File: config.mk
export PLATFORM = sky130hd
export DESIGN_NAME = aes_block_stream
export DESIGN_NICKNAME = d
export VERILOG_FILES = /design/src/rtl/aes_block_stream_pkg.sv /design/src/rtl/aes_block_stream.sv
export SDC_FILE = /design/constraint.sdc
export NUM_CORES = 1
export LEC_CHECK = 0
export CORE_MARGIN = 2
export CORE_UTILIZATION = 50
export CTS_CLUSTER_DIAMETER = 80
export DETAILED_ROUTE_END_ITERATION = 10
export HOLD_SLACK_MARGIN = 0.12
export PLACE_DENSITY_LB_ADDON = 0.05
export SLEW_MARGIN = 20
export SYNTH_ARGS = -nofsm -noshare
export SYNTH_HDL_FRONTEND = slang
export SYNTH_SLANG_ARGS = --single-unit
File: constraint.sdc
create_clock -name clk -period 2.5 [get_ports clk]
set_input_delay 0.25 -clock clk [delete_from_list [all_inputs] [get_ports clk]]
set_output_delay 0.25 -clock clk [all_outputs]
set_load 0.05 [all_outputs]
File: src/rtl/aes_block_stream_pkg.sv
`default_nettype none
// -----------------------------------------------------------------------------
// | Module   : aes_block_stream_pkg                                           |
// | Brief    : Shared AES block/byte types and stream FSM encoding.           |
// | Revision : 1.0                                                            |
// -----------------------------------------------------------------------------
package aes_block_stream_pkg;

   typedef logic [127:0] aes_block_t;
   typedef logic [7:0]   aes_byte_t;

   localparam int AES_BLK_BYTES = 16;

   typedef enum logic [1:0] {
      FILL  = 2'd0,
      LOAD  = 2'd1,
      WAIT  = 2'd2,
      DRAIN = 2'd3
   } stream_state_e;

   // MSB bit position of byte idx, where byte 0 is the most significant byte.
   function automatic logic [6:0] byte_msb(input logic [3:0] idx);
      return {~idx, 3'b111};
   endfunction

endpackage
`default_nettype wire

File: src/rtl/aes_block_stream.sv
`default_nettype none
// -----------------------------------------------------------------------------
// | Module   : aes_block_stream                                               |
// | Brief    : Byte-serial packer/unpacker around the AES encrypt core.       |
// |            Optional watchdog on the core result: AES_STREAM_TIMEOUT_EN.   |
// | Revision : 1.0                                                            |
// -----------------------------------------------------------------------------
module aes_block_stream
   import aes_block_stream_pkg::*;
#(
   parameter int BLK_BYTES      = 16,
   parameter int TIMEOUT_CYCLES = 1024
) (
   input  logic         clk,
   input  logic         rst_n,
   input  logic [7:0]   s_data,
   input  logic         s_valid,
   output logic         s_ready,
   input  logic         flush,
   output logic [127:0] pt,
   output logic         load,
   input  logic [127:0] ct,
   input  logic         ct_valid,
   output logic [7:0]   m_data,
   output logic         m_valid,
   input  logic         m_ready,
   output logic         busy,
   output logic [7:0]   blk_cnt,
   output logic         err
);

   localparam logic [1:0] c_st_fill  = FILL;
   localparam logic [1:0] c_st_load  = LOAD;
   localparam logic [1:0] c_st_wait  = WAIT;
   localparam logic [1:0] c_st_drain = DRAIN;
   localparam logic [3:0] c_last_idx = 4'(BLK_BYTES - 1);

   logic [1:0]  r_state;
   logic [1:0]  w_state_nxt;
   logic [3:0]  r_idx;
   aes_block_t  r_pt;
   aes_block_t  r_ct;
   aes_byte_t   r_m_data;
   logic        r_s_ready;
   logic [7:0]  r_blk_cnt;
   logic        w_fill_acc;
   logic        w_drain_acc;
   logic        w_last_idx;

`ifdef AES_STREAM_TIMEOUT_EN
   logic [15:0] r_wd_cnt;
   logic        r_err;
   logic        w_timeout;
`else
   logic [31:0] w_unused_timeout;
   assign w_unused_timeout = 32'(TIMEOUT_CYCLES);
`endif

   // flush takes priority over a byte offered in the same cycle
   assign w_fill_acc  = (r_state == c_st_fill) && s_valid && r_s_ready && !flush;
   assign w_drain_acc = (r_state == c_st_drain) && m_ready;
   assign w_last_idx  = (r_idx == c_last_idx);

   always_comb begin
      w_state_nxt = r_state;
`ifdef AES_STREAM_TIMEOUT_EN
      w_timeout   = 1'b0;
`endif
      case (r_state)
         c_st_fill:  if (w_fill_acc && w_last_idx) w_state_nxt = c_st_load;
         c_st_load:  w_state_nxt = c_st_wait;
         c_st_wait: begin
            if (ct_valid) begin
               w_state_nxt = c_st_drain;
            end
`ifdef AES_STREAM_TIMEOUT_EN
            else if (r_wd_cnt == 16'(TIMEOUT_CYCLES - 1)) begin
               w_timeout   = 1'b1;
               w_state_nxt = c_st_fill;
            end
`endif
         end
         c_st_drain: if (w_drain_acc && w_last_idx) w_state_nxt = c_st_fill;
         default:    w_state_nxt = c_st_fill;
      endcase
   end

   always_ff @(posedge clk or negedge rst_n) begin
      if (!rst_n) begin
         r_state   <= c_st_fill;
         r_idx     <= 4'd0;
         r_pt      <= '0;
         r_ct      <= '0;
         r_m_data  <= '0;
         r_s_ready <= 1'b0;
         r_blk_cnt <= 8'd0;
      end else begin
         r_state   <= w_state_nxt;
         r_s_ready <= (w_state_nxt == c_st_fill);
         case (r_state)
            c_st_fill: begin
               if (flush) begin
                  r_idx <= 4'd0;
               end else if (w_fill_acc) begin
                  r_pt[byte_msb(r_idx) -: 8] <= s_data;
                  r_idx                      <= w_last_idx ? 4'd0 : r_idx + 4'd1;
               end
            end
            c_st_wait: begin
               if (ct_valid) begin
                  r_ct     <= ct;
                  r_m_data <= ct[127:120];
               end
            end
            c_st_drain: begin
               if (w_drain_acc) begin
                  if (w_last_idx) begin
                     r_idx     <= 4'd0;
                     r_blk_cnt <= r_blk_cnt + 8'd1;
                  end else begin
                     r_idx    <= r_idx + 4'd1;
                     r_m_data <= r_ct[byte_msb(r_idx + 4'd1) -: 8];
                  end
               end
            end
            default: ;
         endcase
      end
   end

`ifdef AES_STREAM_TIMEOUT_EN
   always_ff @(posedge clk or negedge rst_n) begin
      if (!rst_n) begin
         r_wd_cnt <= 16'd0;
         r_err    <= 1'b0;
      end else begin
         if (r_state == c_st_load) begin
            r_wd_cnt <= 16'd0;
         end else if (r_state == c_st_wait) begin
            r_wd_cnt <= r_wd_cnt + 16'd1;
         end
         if (w_timeout) begin
            r_err <= 1'b1;
         end
      end
   end

   assign err = r_err;
`else
   assign err = 1'b0;
`endif

   assign s_ready = r_s_ready;
   assign pt      = r_pt;
   assign load    = (r_state == c_st_load);
   assign m_valid = (r_state == c_st_drain);
   assign m_data  = r_m_data;
   assign busy    = (r_state != c_st_fill);
   assign blk_cnt = r_blk_cnt;

endmodule
`default_nettype wire
==> key figures <==
Floorplan
  – DIE HEIGHT: 160 µm
  – Die X: 160 µm
  – Core area: 23,600 µm²
  – # rows: 56
  – Die footprint: 25,500 µm²
  – Initial Util: 51.3%
  – I/O pin count: about 290

Drt
  – Iteration-0 DRC Markers: 474
  – Via density per instance: 5.43
  – Via count: 8,263
  – Detail Route Antenna Nets: 0
  – WL/cell: 20.7 µm
  – Drc violations: 0
  – DR pass1 iterations: 4
  – Routed wire length: around 31,000 µm

Synth
  – Most area-consuming cells after synthesis: dfrtp_1 (58%), mux2_2 (22%), mux2i_1 (5.3%)
  – Ys async rst share: between 90% and 100%
  – Synth cell count leaders: dfrtp_1 (279), mux2_2 (237), mux2i_1 (64)
  – Post-synthesis cell count: a little under 900
  – Post-Syn Area: ~12,000 µm²
  – #FFs+latches synth: 279
  – Yosys top cell area share: between 50% and 60%
  – Number of flops mapped to enable cells by yosys: 0
  – Average cell area after synthesis: 13.8 µm²
  – Largest area contributor in the synthesized netlist: dfrtp_1
  – Total of warnings raised by yosys: 0
  – Most used DFF post-synth: dfrtp_1
  – Seq/Total Area, Yosys: 57.7%
  – Post-synthesis net count: 1,024
  – Netlist cell types: 43
  – Count leader, synth: dfrtp_1

Worst hold path
  – Min-delay worst type: primary input to asynchronous set/reset pin

STA
  – Final period utilization: 95.5%
  – # setup viols final: 0
  – Final Hold Vio Count: 0
  – Worst clock skew: 0.00562 ns
  – Final setup TNS: 0 ns
  – Fmax: roughly 420 MHz
  – Final max-slew violation count: 0
  – Worst-Margin Slew: 0.856 ns
  – Slew Limit Headroom: 42.5%
  – RSZ-0062 raised after global routing: false
  – Post-route minimum period: 2.39 ns

Global routing
  – Vias in the first global route: 8,672
  – Pin count of the biggest net entering global routing: 70
  – Initial antenna violation count: 3
  – Gr usage total: 24.6%
  – Global-route wire length before repair: approximately 49,000 µm
  – Gr ovfl total: 0

Flow run
  – Maximum capacitance violations: 0

Clocking
  – CTS tree: done
  – Worst-Skew Late Latency: 0.54 ns
  – Clock transition at the registers of the reported paths: ~0.06 ns
  – Setup Fix Bufs, Post-CTS: 0
  – H-tree depth: 1
  – Max clock buf depth: 3
  – CTS Buf Count: 30
  – CTS root buffer: clkbuf_16
  – Clock sinks: 279

Layout
  – Share of post-route cells with drive strength above 1: 28.2%
  – Non-Filler Instances: about 1.5k
  – Filler cells: 1,752
  – Area Growth Syn to Fin: 36.3%
  – NumNets Final: 1,326

Worst setup path
  – WP data required: 2.25 ns
  – Crit. End Element: primary output
  – Arr. time, crit path: 2.14 ns
  – Crit path launch type: flip-flop
  – Critical Path Fanout Max: 13
  – WS Path Type: flip-flop to primary output

Power and ir drop
  – Leakage: between 7 and 8 nW
  – Max VDD drop: 0.744 mV
  – PD cells: 1040 nW/µm²

Place
  – Placed insts: about 1.5k
  – IO buf count: 289
  – DP HPWL: 23,000 µm
  – RD Place Congestion: ~0.8

Run status
  – Outcome: completed
[flip-flops by register name, summed over array words and instances, names as in the netlist]
register / count
pt: 128
r_ct: 128
blk_cnt: 8
m_data: 8
r_idx: 4
r_state: 2
s_ready: 1
[repair_timing]
item | CTS | global route
hold buffers | 1 | 0
endpoints found under the hold margin | 63 | 0
setup endpoints to repair | 8 | 0
resized for setup | 2 | 0
[cell families after synthesis]
family / share of synthesized area (%)
muxes: 27.7
DFF: 57.7
and+or+nand+nor: 6.89
AOI/OAI and AO/OA: 4.15
buffers and inverters: 2.19
xor gates and xnor gates: 0.651
adders and majority gates: 0.723
other: 0.0310
[layer usage]
metal | wire [µm] | share of wire [%] | up-vias | GRT usage, %
li1 | - | - | 3775 | -
met1 | 13000 | 41 | 4153 | 31.4
met2 | 15800 | 50 | 287 | 42.9
met3 | 1840 | 5.9 | 48 | 4.47
met4 | 769 | 2.4 | 0 | 7.23
met5 | 0 | 0 | - | 0
[worst paths after layout]
path	startpoint	to	slack (ns)	cells past startpoint
min in group clk	ct[20]	r_ct[20]	0.31	2
worst min-delay path	rst_n	pt[25]	0.26	2
worst min register to register	blk_cnt[7]	blk_cnt[7]	0.47	1
worst max register to register	r_idx[1]	m_data[1]	0.21	8
max in group asynchronous	rst_n	pt[65]	1.43	3
worst max-delay path	r_state[1]	load	0.11	3
[cell type report]
class                           instances  area, µm²  share of cell area [%]
Antenna cell                            3       7.51                  0.0455
Clock buffer                           49        963                    5.84
Clock inverter                          6       40.0                   0.243
Inverter                               17       63.8                   0.387
Multi-Input combinational cell        535       4880                    29.6
Sequential cell                       279       6980                    42.3
Tap cell                              319        399                    2.42
Timing Repair Buffer                  314       3170                    19.2
[power breakdown]
| part | switching [mW] | leakage (nW) | internal, mW |
|---|---|---|---|
| registers | 0.653 | 3.56 | 5.71 |
| clock network | 1.75 | 0.496 | 2.62 |
| logic | 3.41 | 3.46 | 3.00 |
| total | 5.81 | 7.51 | 11.3 |
[through the flow]
| stage | cell area, µm² | util, % | total power [mW] | hold slack [ns] | setup slack (ns) |
|---|---|---|---|---|---|
| 2_1_floorplan | 12100 | - | 10.6 | -0.0456 | 0.300 |
| 3_3_place_gp | 15500 | 65.6 | 12.7 | 0.261 | 0.0910 |
| 3_5_place_dp | 15500 | 65.6 | 12.8 | 0.255 | -0.0180 |
| 4_1_cts | 16500 | 69.9 | 17.3 | 0.285 | 0.0868 |
| 5_1_grt | 16500 | 69.9 | 18.0 | 0.295 | 0.0289 |
| 6_report | 16500 | 69.9 | 17.1 | 0.261 | 0.112 |
[placed cells by master (no fill, tap or decap), types with 3 or more instances in the layout]
| cell | synthesis | routed |
|---|---|---|
| nand3_2 | 6 | 6 |
| nand4_1 | 20 | 20 |
| clkinv_2 | 0 | 3 |
| a21oi_1 | 13 | 13 |
| mux2i_1 | 64 | 64 |
| dfrtp_1 | 279 | 279 |
| and2_1 | 20 | 20 |
| buf_4 | 1 | 19 |
| and3_1 | 18 | 18 |
| clkbuf_8 | 0 | 12 |
| xnor2_1 | 5 | 5 |
| a22oi_1 | 32 | 32 |
| clkbuf_16 | 0 | 31 |
| nand3_1 | 9 | 9 |
| mux2_2 | 237 | 237 |
| nand2_1 | 35 | 35 |
| diode_2 | 0 | 3 |
| clkbuf_1 | 16 | 6 |
| inv_1 | 15 | 15 |
| ha_1 | 7 | 6 |
| nor2_1 | 3 | 3 |
| mux2_1 | 4 | 4 |
| nor3_1 | 3 | 3 |
| buf_12 | 0 | 7 |
| nand2_2 | 7 | 7 |
| o21ai_0 | 19 | 19 |
| clkdlybuf4s50_1 | 0 | 286 |
| a41oi_1 | 8 | 8 |
| xor2_1 | 4 | 4 |
[critical path, stage by stage, from the launching register on]
cell             delay [ns]
dfrtp_1                0.40
buf_4                  0.20
nor2b_1                0.12
clkdlybuf4s50_1        0.87
(Power assumes the default switching activity.)
